File: src/rtl/id_ex_stage.sv
// ID/EX pipeline register with operand forwarding, ALU control decode and load-use detection.
// Latency: one edge from decode inputs to a/b/controle; stall holds, flush or load_use inserts a bubble.
module id_ex_stage (
  input  logic        clock,
  input  logic        reset,
  input  logic        stall,
  input  logic        flush,
  input  logic        in_valid,
  input  logic [31:0] in_rs_data,
  input  logic [31:0] in_rt_data,
  input  logic [31:0] in_imm,
  input  logic [4:0]  in_rs,
  input  logic [4:0]  in_rt,
  input  logic [4:0]  in_rd,
  input  logic [5:0]  in_funct,
  input  logic [7:0]  in_ctrl,
  input  logic        exmem_reg_write,
  input  logic [4:0]  exmem_rd,
  input  logic [31:0] exmem_result,
  input  logic        memwb_reg_write,
  input  logic [4:0]  memwb_rd,
  input  logic [31:0] memwb_result,
  output logic [3:0]  controle,
  output logic [31:0] a,
  output logic [31:0] b,
  output logic [31:0] out_store_data,
  output logic [4:0]  out_wr_reg,
  output logic [3:0]  out_ctrl,
  output logic        out_valid,
  output logic        load_use
);

  logic [31:0] rs_data_q, rt_data_q, imm_q;
  logic [4:0]  rs_q, rt_q, wr_reg_q;
  logic [5:0]  funct_q;
  logic [1:0]  alu_op_q;
  logic        alu_src_q;
  logic [3:0]  ctrl_q;
  logic        valid_q;
  logic        bubble;
  logic [31:0] fa, fb;

  // A load in EX whose destination feeds the instruction now in decode.
  assign load_use = valid_q & ctrl_q[2] & (wr_reg_q != 5'd0) & in_valid &
                    ((wr_reg_q == in_rs) | (wr_reg_q == in_rt));

  assign bubble = flush | (~stall & load_use);

  always_ff @(posedge clock or negedge reset) begin
    if (!reset) begin
      rs_data_q <= '0;
      rt_data_q <= '0;
      imm_q     <= '0;
      rs_q      <= '0;
      rt_q      <= '0;
      wr_reg_q  <= '0;
      funct_q   <= '0;
      alu_op_q  <= '0;
      alu_src_q <= 1'b0;
      ctrl_q    <= '0;
      valid_q   <= 1'b0;
    end else if (bubble) begin
      rs_data_q <= '0;
      rt_data_q <= '0;
      imm_q     <= '0;
      rs_q      <= '0;
      rt_q      <= '0;
      wr_reg_q  <= '0;
      funct_q   <= '0;
      alu_op_q  <= '0;
      alu_src_q <= 1'b0;
      ctrl_q    <= '0;
      valid_q   <= 1'b0;
    end else if (!stall) begin
      rs_data_q <= in_rs_data;
      rt_data_q <= in_rt_data;
      imm_q     <= in_imm;
      rs_q      <= in_rs;
      rt_q      <= in_rt;
      wr_reg_q  <= in_ctrl[4] ? in_rd : in_rt;
      funct_q   <= in_funct;
      alu_op_q  <= in_ctrl[7:6];
      alu_src_q <= in_ctrl[5];
      ctrl_q    <= in_valid ? in_ctrl[3:0] : 4'd0;
      valid_q   <= in_valid;
    end
  end

  // EX/MEM is the younger result, so it wins over MEM/WB.
  always_comb begin
    fa = rs_data_q;
    if (exmem_reg_write && exmem_rd != 5'd0 && exmem_rd == rs_q)
      fa = exmem_result;
    else if (memwb_reg_write && memwb_rd != 5'd0 && memwb_rd == rs_q)
      fa = memwb_result;
  end

  always_comb begin
    fb = rt_data_q;
    if (exmem_reg_write && exmem_rd != 5'd0 && exmem_rd == rt_q)
      fb = exmem_result;
    else if (memwb_reg_write && memwb_rd != 5'd0 && memwb_rd == rt_q)
      fb = memwb_result;
  end

  assign a              = fa;
  assign b              = alu_src_q ? imm_q : fb;
  assign out_store_data = fb;
  assign out_wr_reg     = wr_reg_q;
  assign out_ctrl       = ctrl_q;
  assign out_valid      = valid_q;

  always_comb begin
    controle = 4'b0000;
    if (valid_q) begin
      case (alu_op_q)
        2'b00: controle = 4'b0000;
        2'b01: controle = 4'b0010;
        2'b11: controle = 4'b0101;
        default: begin
          case (funct_q)
            6'b100000, 6'b100001: controle = 4'b0000;
            6'b100010, 6'b100011: controle = 4'b0010;
            6'b100100:            controle = 4'b0100;
            6'b100101:            controle = 4'b0101;
            6'b100110:            controle = 4'b0111;
            6'b100111:            controle = 4'b0110;
            6'b101010:            controle = 4'b1000;
            default:              controle = 4'b1111;
          endcase
        end
      endcase
    end
  end

endmodule

File: config.mk
export PLATFORM = sky130hd
export DESIGN_NAME = id_ex_stage
export DESIGN_NICKNAME = d
export VERILOG_FILES = /design/src/rtl/id_ex_stage.sv
export SDC_FILE = /design/constraint.sdc
export NUM_CORES = 1
export LEC_CHECK = 0
export CAP_MARGIN = 20
export CORE_ASPECT_RATIO = 0.7
export CORE_MARGIN = 5
export CORE_UTILIZATION = 43
export CTS_CLUSTER_SIZE = 16
export DETAILED_ROUTE_END_ITERATION = 8
export PLACE_DENSITY = 0.81
export REMOVE_ABC_BUFFERS = 1
export SYNTH_ARGS = -nofsm -noshare
export SYNTH_HDL_FRONTEND = slang
export SYNTH_SLANG_ARGS = --single-unit
File: constraint.sdc
create_clock -name clock -period 2.75 [get_ports clock]
set_input_delay 0.55 -clock clock [delete_from_list [all_inputs] [get_ports clock]]
set_output_delay 0.55 -clock clock [all_outputs]
set_load 0.005 [all_outputs]
==> metrics <==
outcome=finished with violations; failing checks=setup timing; root buffer cell=clkbuf_16; clk sinks=125; Fin Clk Skew=9.83 ps; Post-Place Cell Area=11,200 um2; total grt overflow=0; period utilisation layout=115%; Via density=6.18; final non-filler cell total=1,453; first-pass GRT wire length=52,600 um; endpoint class of the critical path=output port; port bufs=316; CTS tree=built; nets=1,417; clock share of power=39.9%; max_cap viols=0; Yosys cell types=42; HPWL after detailed placement=20,400 um; top-area cell type share of the netlist area=41.9%; Longest Clk Path Bufs=2; crit path time final=3160 ps; final setup margin=-410 ps; Reg2Reg Depth=5; switch share=28.6%; relative max-transition margin=42.9%; Routed Antenna Nets=0; post-route cell area=13,700 um2; Util after Layout=79.9%; Leak=5.72 nW; first-pass iteration count of the detailed router=8; Fmax achieved=0.316 GHz; Residual DRC=0; biggest regs=imm_q (32), rs_data_q (32), rt_data_q (32); final setup vio count=96; flop-to-flop setup slack=280 ps; layout cells sized above 1=39.9%; worst r2r src=out_wr_reg[1]; sequential share of power=35.1%; Final Hold Viols=0; Avg Cell Area, Syn=9.18 um2; Switching Power=1.67 mW; Worst EP arrival=2610 ps; met3 global-route usage=10.2%; final setup TNS=-24,890 ps; internal power=4.17 mW; CP startpoint=rt_q[1]; RSZ-0062 raised after global routing=yes; Top FF cell, synth=dfrtp_1; worst-path fanout max=6; GRT Total Usage=33.4%; Reg clk slew, reported paths=60 ps; DIE HEIGHT=120 um; routability cong.=0.888; CORE AREA=17,100 um2; Die X=168 um; Worst Tran Pin Value=857 ps; synth top area cells=dfrtp_1, mux2i_1, a32o_1; largest net degree at the start of global routing=80; vias in the first global route=9,105; Post-synth EDFFs=0; drt wl/cell=25.8 um; placed insts=1,340; startpoint types=register; Die Footprint=20,100 um2; Synth warnings=0; smallest hold slack=162 ps; Clock Latency Late Sink=420 ps; Cell Chain, Critical Path=xor2_1, nor3_1, buf_4, nand4_4, buf_12, buf_12, buf_12, buf_4, mux2i_4, a221oi_2, buf_2; effective utilization at floorplan=43.6%; via total after detailed routing=8,985; Slowest-stage cell, CP=dfrtp_1; busiest grt layer=met2; number of buffers created by CTS=17; Slew Limit Fails=0; worst min path class=in -> async; Routed Wire Length=37,500 um; initial antenna violation count=1; Seq/Total Area, Yosys=41.9%; VDD IR-drop max=0.376 mV; met2 usage=54.2%; top-count cell post-synth=nand2_1; Slowest Stage Delay on Critical Path=380 ps; Syn Inst Count=813; n_diodes=0; I/O pin count=317; #FFs+latches synth=125; Syn-to-layout area delta=83.2%; M1 GR Usage=41.0%; critical path class=reg -> out; reg2reg end=rs_data_q[21]; FFs w/ async S/R, synth=100%; PwrDens=427 nW/um2; DRT iter0 DRCs=881; CP Data Required Time=2200 ps; row count=40; most frequent cells after synthesis=nand2_1, dfrtp_1, mux2i_1; Logic pwr share=25.0%; crit-path most repeated cell=buf_12; Syn Std Cell Area=7470 um2; CP Capture Point=b[9]; H-tree levels=4; Yosys top cell by area=dfrtp_1
-- cell type report --
type / count / area (um2)
clock buffer: 18 / 439
clock inverter: 12 / 148
fill: 1042 / 3440
inverter: 41 / 154
multi-input combinational: 565 / 4940
sequential: 125 / 3130
tap: 231 / 289
timing repair buffer: 461 / 4580
-- metrics by stage --
stage               total power [mW]  worst slack [ps]
floorplan                       2.42             -1530
global route                    6.03              -528
detailed placement              3.30              -953
CTS                             5.70              -389
global placement                3.28              -912
finish                          5.84              -410
-- layout by cell type, fill, tap and decap left out, types with 15 or more instances in the layout --
cell,Yosys,final
clkdlybuf4s50_1,0,206
a32o_1,66,66
buf_2,18,99
a221oi_2,4,30
nor2_4,0,19
mux2i_2,0,23
dfrtp_1,125,124
o21ai_2,0,20
nor3_1,39,16
buf_16,0,15
o22ai_1,45,45
inv_1,40,40
buf_4,2,71
xor2_1,25,25
clkbuf_16,0,21
buf_12,0,24
buf_6,8,33
nand2_1,132,118
mux2i_4,0,22
mux2i_1,69,24
nor3_2,0,18
a21oi_2,0,23
-- cells by family after synthesis --
family	synth area share, %
AND/OR/NAND/NOR	13.6
AO/OA/AOI/OAI	23.8
multiplexers	9.25
XOR/XNOR	3.64
flip-flops	41.9
buffers and inverters	7.84
-- power by group through the flow --
stage	logic [mW]	registers, mW	clock network, mW
2_1_floorplan	0.387	2.04	0
5_1_grt	1.54	2.05	2.44
6_report	1.46	2.05	2.33
4_1_cts	1.35	2.03	2.32
3_3_place_gp	1.24	2.05	0
3_5_place_dp	1.25	2.05	0
-- layer usage --
metal	vias up	wire [um]
li1	3811	-
met3	150	3900
met4	2	1800
met1	4406	14100
met5	-	15
met2	616	17700
-- worst max-delay path: cells and delay by family, from the launching register on --
family | cells | cell delay, ps
AOI/OAI and AO/OA | 1 | 290
buffers and inverters | 6 | 870
DFF | 1 | 380
and+or+nand+nor | 2 | 280
xor gates and xnor gates | 1 | 150
muxes | 1 | 190
-- repair_timing --
action / in CTS / in global routing
pin swaps: 54 / 40
setup buffers: 58 / 6
cloned: 17 / 4
hold buffers: 0 / 0
endpoints found under the setup margin: 97 / 98
resized for setup: 620 / 115
-- worst min-delay path by stage --
stage / to / slack (ps) / cells after the start
finish: imm_q[27] / 160 / 1
floorplan: alu_op_q[0] / 250 / 0
detailed placement: out_ctrl[1] / 480 / 2
CTS: imm_q[4] / 170 / 1
global placement: out_ctrl[0] / 470 / 2
global route: imm_q[27] / 190 / 1
Note: power is estimated with default switching activity, not from simulation.
